**src/rtl/sound_clip_player.sv**
```systemverilog
// Clip sequencer: walks one of four ROM clips at a fixed sample rate and hands
// each captured sample to the audio write interface under its ready handshake.
module sound_clip_player #(
    parameter int ADDR_W       = 18,
    parameter int SAMPLE_W     = 6,
    parameter int SAMPLE_DIV   = 1200,
    parameter int WIN_START    = 0,
    parameter int WIN_END      = 16395,
    parameter int MOO_START    = 16396,
    parameter int MOO_END      = 66982,
    parameter int DETECT_START = 66983,
    parameter int DETECT_END   = 83254,
    parameter int CHEER_START  = 83255,
    parameter int CHEER_END    = 137138
) (
    input  logic                CLOCK_50,
    input  logic                reset,
    input  logic                play,
    input  logic [1:0]          clip_sel,
    input  logic                loop,
    input  logic                stop,
    output logic [ADDR_W-1:0]   rom_address,
    input  logic [SAMPLE_W-1:0] rom_q,
    input  logic                audio_out_allowed,
    output logic                write_audio_out,
    output logic [31:0]         left_channel_audio_out,
    output logic [31:0]         right_channel_audio_out,
    output logic                busy,
    output logic                done
);

    localparam int DIV_W = $clog2(SAMPLE_DIV);
    localparam logic [DIV_W-1:0] DIV_ONE  = DIV_W'(1);
    localparam logic [DIV_W-1:0] DIV_LAST = DIV_W'(SAMPLE_DIV - 1);

    typedef enum logic {IDLE, PLAY} state_t;

    state_t              state_q, state_d;
    logic [ADDR_W-1:0]   start_q, start_d;
    logic [ADDR_W-1:0]   end_q, end_d;
    logic [ADDR_W-1:0]   addr_q, addr_d;
    logic [DIV_W-1:0]    div_q, div_d;
    logic [SAMPLE_W-1:0] sample_q, sample_d;
    logic                pending_q, pending_d;
    logic                done_q, done_d;
    logic [ADDR_W-1:0]   sel_start, sel_end;

    always_comb begin
        sel_start = ADDR_W'(WIN_START);
        sel_end   = ADDR_W'(WIN_END);
        case (clip_sel)
            2'd1: begin
                sel_start = ADDR_W'(MOO_START);
                sel_end   = ADDR_W'(MOO_END);
            end
            2'd2: begin
                sel_start = ADDR_W'(DETECT_START);
                sel_end   = ADDR_W'(DETECT_END);
            end
            2'd3: begin
                sel_start = ADDR_W'(CHEER_START);
                sel_end   = ADDR_W'(CHEER_END);
            end
            default: ;
        endcase
    end

    assign write_audio_out = pending_q & audio_out_allowed;

    always_comb begin
        state_d   = state_q;
        start_d   = start_q;
        end_d     = end_q;
        addr_d    = addr_q;
        div_d     = div_q;
        sample_d  = sample_q;
        pending_d = pending_q;
        done_d    = 1'b0;

        // A strobe consumes the pending sample; a fresh capture below takes priority.
        if (write_audio_out)
            pending_d = 1'b0;

        case (state_q)
            IDLE: begin
                if (play && !stop) begin
                    state_d = PLAY;
                    start_d = sel_start;
                    end_d   = sel_end;
                    addr_d  = sel_start;
                    div_d   = '0;
                end
            end
            PLAY: begin
                if (stop) begin
                    state_d   = IDLE;
                    pending_d = 1'b0;
                end else if (play) begin
                    start_d   = sel_start;
                    end_d     = sel_end;
                    addr_d    = sel_start;
                    div_d     = '0;
                    pending_d = 1'b0;
                end else begin
                    div_d = div_q + 1'b1;
                    // ROM registered the address at the end of div 0, so q is valid now.
                    if (div_q == DIV_ONE) begin
                        sample_d  = rom_q;
                        pending_d = 1'b1;
                    end
                    if (div_q == DIV_LAST) begin
                        if (addr_q < end_q) begin
                            addr_d = addr_q + 1'b1;
                            div_d  = '0;
                        end else if (loop) begin
                            addr_d = start_q;
                            div_d  = '0;
                        end else begin
                            state_d = IDLE;
                            done_d  = 1'b1;
                        end
                    end
                end
            end
            default: state_d = IDLE;
        endcase
    end

    always_ff @(posedge CLOCK_50) begin
        if (reset) begin
            state_q   <= IDLE;
            start_q   <= '0;
            end_q     <= '0;
            addr_q    <= '0;
            div_q     <= '0;
            sample_q  <= '0;
            pending_q <= 1'b0;
            done_q    <= 1'b0;
        end else begin
            state_q   <= state_d;
            start_q   <= start_d;
            end_q     <= end_d;
            addr_q    <= addr_d;
            div_q     <= div_d;
            sample_q  <= sample_d;
            pending_q <= pending_d;
            done_q    <= done_d;
        end
    end

    assign rom_address             = addr_q;
    assign busy                    = (state_q == PLAY);
    assign done                    = done_q;
    assign left_channel_audio_out  = {sample_q, {(32 - SAMPLE_W){1'b0}}};
    assign right_channel_audio_out = left_channel_audio_out;

endmodule

```
**config.mk**
```make
export PLATFORM = sky130hd
export DESIGN_NAME = sound_clip_player
export DESIGN_NICKNAME = d
export VERILOG_FILES = /design/src/rtl/sound_clip_player.sv
export SDC_FILE = /design/constraint.sdc
export NUM_CORES = 1
export LEC_CHECK = 0
export ABC_AREA = 1
export BUFFER_PORTS_ARGS = -buffer_cell sky130_fd_sc_hd__buf_4
export CAP_MARGIN = 20
export CORE_MARGIN = 10
export CORE_UTILIZATION = 45
export CTS_BUF_LIST = sky130_fd_sc_hd__clkbuf_8
export DETAILED_ROUTE_END_ITERATION = 10
export PLACE_DENSITY_LB_ADDON = 0.1
export SLEW_MARGIN = 30
export SYNTH_ARGS = -nofsm -noshare
export SYNTH_HDL_FRONTEND = slang
export SYNTH_SLANG_ARGS = --single-unit
```
**constraint.sdc**
```tcl
create_clock -name CLOCK_50 -period 2.9 [get_ports CLOCK_50]
set_input_delay 0.435 -clock CLOCK_50 [delete_from_list [all_inputs] [get_ports CLOCK_50]]
set_output_delay 0.435 -clock CLOCK_50 [all_outputs]
set_load 0.02 [all_outputs]
```
**Word-level counts from Yosys, hierarchy flattened**

Cells that the tools add are included.

- Register bits: 74
- Output and inout bits: 85
- Logic and storage cells: 69

- $add $sub $neg: 2
- $lt $le $gt $ge: 1
- Equality and inequality tests: 10
- Multiplexer cells: 36
- Bitwise logic cells: 5
- Reductions and logical operators: 7

Operators by type and width:

| cell | count |
|---|---|
| 18-bit 2-to-1 mux | 11 |
| 18-bit case mux with 2 select lines | 3 |
| 11-bit 2-to-1 mux | 6 |
| 18-bit case mux with 3 select lines | 1 |
| 17-bit case mux with 3 select lines | 1 |
| 11-bit case mux with 2 select lines | 1 |
| 18-bit by 1-bit adder with 18-bit output, second input constant | 1 |
| 18-bit < comparator | 1 |
| 1-bit 2-to-1 mux | 12 |
| 11-bit by 1-bit adder with 11-bit output, second input constant | 1 |
| 11-bit by 1-bit == test with 1-bit output, second input constant | 1 |
| 11-bit == test, second input constant | 1 |
| 4-bit AND reduction | 2 |
| 2-bit inequality test, second input constant | 3 |
| 6-bit OR reduction | 1 |
| 2-bit == test, second input constant | 2 |
| 4-bit by 3-bit inequality test with 1-bit output, second input constant | 1 |
| 1-bit inverter | 4 |
| 3-bit by 2-bit inequality test with 1-bit output, second input constant | 1 |
| 3-bit AND reduction | 1 |
| 2-bit by 1-bit == test with 1-bit output, second input constant | 1 |
| 1-bit case mux with 2 select lines | 1 |
| 2-bit AND reduction | 1 |
| 1-bit bitwise AND | 1 |
| 2 further kinds | 2 |

**Logic depth before layout (Yosys ltp)**

- Depth after elaboration: 7
- Mapped depth: 16

**Least setup slack after synthesis**

OpenSTA, ideal clock, no wires.

- Path type: register to register
- Start point: reg addr_q[9], in the netlist rom_address[9]
- End point: reg addr_q[0], in the netlist rom_address[0]
- Setup time: 113 ps
- Arrival time: 1847 ps
- Required time: 2787 ps
- Slack: 940 ps
- Stages on the path, launching flop included: 12
- Period minus slack after synthesis: 1960 ps
- Path through: dfxtp_1 ha_1 nand3_1 nor2b_1 nand2_1 nand2_1 nand3_2 nand3_4 nand3_4 buf_6 nor2_1 nor2_1

- Longest elaborated chain between the ends: 6

RTL lines:

| element | line | source |
|---|---|---|
| start: declaration | 41 | `logic [ADDR_W-1:0] addr_q, addr_d;` |
| start signal: assignment | 143 | `addr_q <= addr_d;` |
| 18-bit < comparator (*) | 112 | `if (addr_q < end_q) begin` |
| 18-bit 2-to-1 mux | 112 |  |
| 18-bit 2-to-1 mux | 111 | `if (div_q == DIV_LAST) begin` |
| 18-bit 2-to-1 mux | 98 | `end else if (play) begin` |
| 18-bit 2-to-1 mux | 95 | `if (stop) begin` |
| 18-bit case mux with 2 select lines | 84 | `case (state_q)` |

Mark *: on every way between the ends. The rest lies on a longest branch, timed or not. The select of a mux whose other input is x is not followed.
A chain may end at the register's enable or synchronous reset.

==> run_results.csv <==
group,metric,value,unit
power,p_comb_share,24.4,%
placement,place_hpwl,7.52,mm
sta,fin_crit_sh,81.5,%
worst_setup_path,path_cells,"inv_1 -> ha_1 -> a21oi_1 -> o21ai_0 -> nor2_2 -> nand2_1 -> nor2_2 -> nand3_1 -> nor2_1 -> nand2_1 -> a21oi_2",
placement,dpl_cell_area,0.00376,mm2
cts,clk_pin_slew,0.10,ns
placement,gp_congestion,0.898,
finish,drive_above_1_share,16.1,%
global_routing,grt_first_pass_wirelength,15.2,mm
routing,wl_per_cell,14.1,um
sta,finalSetupTns,0,ns
sta,fin_skew,0.0102,ns
logic_synthesis,netlist_area,0.00358,mm2
cts,htree_levels,2,
global_routing,first_global_vias,3021,
logic_synthesis,synth.distinct_cells,39,
finish,final_area,0.00385,mm2
floorplanning,start_util,46.3,%
logic_synthesis,yosys_warnings,0,
finish,diodes,0,
power,p_sw,534,uW
cts,root_buffer,"clkbuf_8",
sta,post-route-min-period,2.36,ns
routing,first_iter_violations,152,
worst_setup_path,arrival,2.61,ns
routing,antenna_left,0,
routing,viasPerCell,4.70,
sta,tightest_slew,0.790,ns
worst_hold_path,min_to,"done",
worst_hold_path,min_from,"loop",
finish,ff_latch_area,961,um2
sta,rsz0062_at_grt,"no",
job,maxCapViolations,0,
worst_setup_path,criticalPathCategory,"reg -> reg",
worst_setup_path,r2r_end,"rom_address[6]",
logic_synthesis,syn_area_per_cell,6.73,um2
floorplanning,die_x,109,um
power,powerDensity,394,mW/mm2
cts,clock_path_buffers,2,
finish,multi_input_area,0.00207,mm2
logic_synthesis,yosysTopAreaCellShare,26.8,%
floorplanning,ios,99,
cts,ctsHoldBuffers,0,
cts,cts.sink_count,48,
worst_setup_path,ff2ff_path_depth,11,
floorplanning,fp.dieArea,0.0119,mm2
logic_synthesis,ys_seq_elements,48,
worst_setup_path,crit_required,3.15,ns
sta,finalHoldViolCount,0,
finish,fillers,833,
cts,cts_made_buffers,5,
logic_synthesis,ys_seq_area_share,26.8,%
logic_synthesis,synth_cells,532,
routing,dr_total_vias,3165,
worst_setup_path,worst_path_max_delay_cell,"nor2_2",
worst_setup_path,startpoint_type,"flip-flop",
logic_synthesis,ys_top_cells_by_area,"dfxtp_1, buf_4, nand2_1",
run_status,status,"complete, no violations",
global_routing,grt_max_degree,26,
worst_hold_path,whs_path_depth,2,
worst_setup_path,crit_family,"simple AND/OR/NAND/NOR gates",
power,clkPwrFrac,28.8,%
worst_setup_path,critPathBufInv,1,
worst_setup_path,reg2reg_from,"start_q[4]",
global_routing,grt_antenna_before_repair,0,
sta,layout_setup_ws,0.536,ns
floorplanning,rows,32,
power,swShare,35.2,%
sta,fmax,0.423,GHz
cts,cts.repair.resized,0,
sta,setup-violations-final,0,
power,leakagePower,0.00179,uW
worst_setup_path,ff2ff_setup_slack,0.54,ns
worst_setup_path,end_kind,"flip-flop",
sta,maxSlewViolCount,0,
worst_hold_path,worstHoldPathType,"in -> reg",
logic_synthesis,synth_top_area_cell,"dfxtp_1",
routing,wl,9.49,mm
power,seqPwrFrac,46.8,%
worst_setup_path,cp_max_fo,10,
placement,port_buffers,46,
finish,syn_to_final_growth,7.69,%
finish,nets,605,
global_routing,track_usage,15.8,%
power,p_int,983,uW
sta,slew_headroom,47.3,%
floorplanning,core-area,0.00773,mm2
floorplanning,fp.dieH,109,um
cts,tritoncts,"built",
cts,cts_setup_buffers,0,
power,ir_drop,0.000182,V
cts,insertion_delay,0.31,ns
routing,drc,0,
global_routing,globalRouteOverflowTotal,0,
routing,dr.pass1.iters,4,
worst_setup_path,max_stage_delay,0.39,ns
placement,dpl_worst_slack,0.573,ns
sequential cells by signal, summed over array words and instances (netlist names):
| signal | count |
|---|---|
| rom_address | 18 |
| div_q | 11 |
| sample_q | 6 |
| start_q | 6 |
| end_q | 4 |
| busy | 1 |
| done | 1 |
| pending_q | 1 |
power by group through the flow:
stage	Sequential, uW	Combinational [uW]	Clock [uW]
after CTS	710	368	460
after detailed placement	725	367	0
final	710	369	438
after floorplan	730	314	0
after global routing	714	415	481
after global placement	725	365	0
cells by family (layout without fill, tap and decap cells):
logic type,Yosys count,count (layout),synth area share [%]
adder cells (fa/ha/maj),20,20,6.99
buffers and inverters,129,118,20.6
other,1,52,0.105
AND/OR/NAND/NOR,267,267,33.5
flip-flops,48,48,26.8
AO/OA/AOI/OAI,51,51,8.11
XOR/XNOR,16,16,3.91
worst max-delay path by stage:
stage,from,endpoint,slack (ns),cells after the start
detailed placement,start_q[4],rom_address[3],0.57,12
finish,start_q[4],rom_address[6],0.54,11
global placement,start_q[4],rom_address[6],0.65,11
floorplan,rom_address[9],rom_address[0],0.94,11
CTS,start_q[4],div_q[4],0.54,12
global route,start_q[4],rom_address[6],0.29,11
layout make-up:
class                           instances  share of cell area [%]
Clock buffer                            6                    2.14
Clock inverter                          2                   0.357
Inverter                               62                    6.10
Multi-Input combinational cell        406                    53.8
Sequential cell                        48                    24.9
Tap cell                              102                    3.31
Timing Repair Buffer                   48                    9.35
synthesized netlist by cell type, drive strengths merged:
library cell and number:
a211oi 1, a21oi 22, a31oi 2, buf 64, clkbuf 3, conb 1
dfxtp 48, ha 20, inv 62, nand2 117, nand3 41, nand3b 2
nand4 8, nor2 84, nor2b 1, nor3 9, nor4 2, o21ai 26
or2 3, xnor2 1, xor2 15
metrics by stage:
step,total power [uW],std cells,hold WS [ns],utilization [%]
4_1_cts,1540,674,0.296,49.9
2_1_floorplan,1040,583,0.439,-
3_5_place_dp,1090,666,0.463,48.6
3_3_place_gp,1090,666,0.456,48.6
5_1_grt,1610,674,0.300,49.9
6_report,1520,674,0.307,49.9
per-layer routing:
layer / part of all wire, % / wire length (um) / vias to the layer above / track usage (%)
li1: - / - / 1649 / -
met1: 44 / 4140 / 1404 / 20.1
met2: 48 / 4520 / 101 / 26.6
met3: 7.5 / 708 / 11 / 3.30
met4: 1.2 / 118 / 0 / 4.09
met5: 0 / 0 / - / 0
placed cells by master (no fill, tap or decap):
cell	Yosys	layout
nand2_1	110	110
nor2_1	77	77
inv_1	56	56
conb_1	1	52
dfxtp_1	48	48
buf_4	59	48
nand3_1	37	37
o21ai_0	22	22
ha_1	20	20
a21oi_1	15	15
xor2_1	15	15
nor3_1	8	8
nand4_1	8	8
a21oi_2	7	7
nor2_2	6	6
nand2_2	6	6
clkbuf_8	0	6
inv_2	5	5
o21ai_1	3	3
nand3_2	2	2
nand3_4	2	2
nand3b_1	2	2
or2_2	2	2
a31oi_1	2	2
nor2b_1	1	1
nor3_2	1	1
or2_1	1	1
o21ai_2	1	1
inv_4	1	1
nor2_4	1	1
xnor2_1	1	1
nand2_4	1	1
nor4_1	1	1
a211oi_1	1	1
nor4_2	1	1
clkinv_2	0	1
inv_6	0	1
Note: power is estimated with default switching activity, not from simulation.
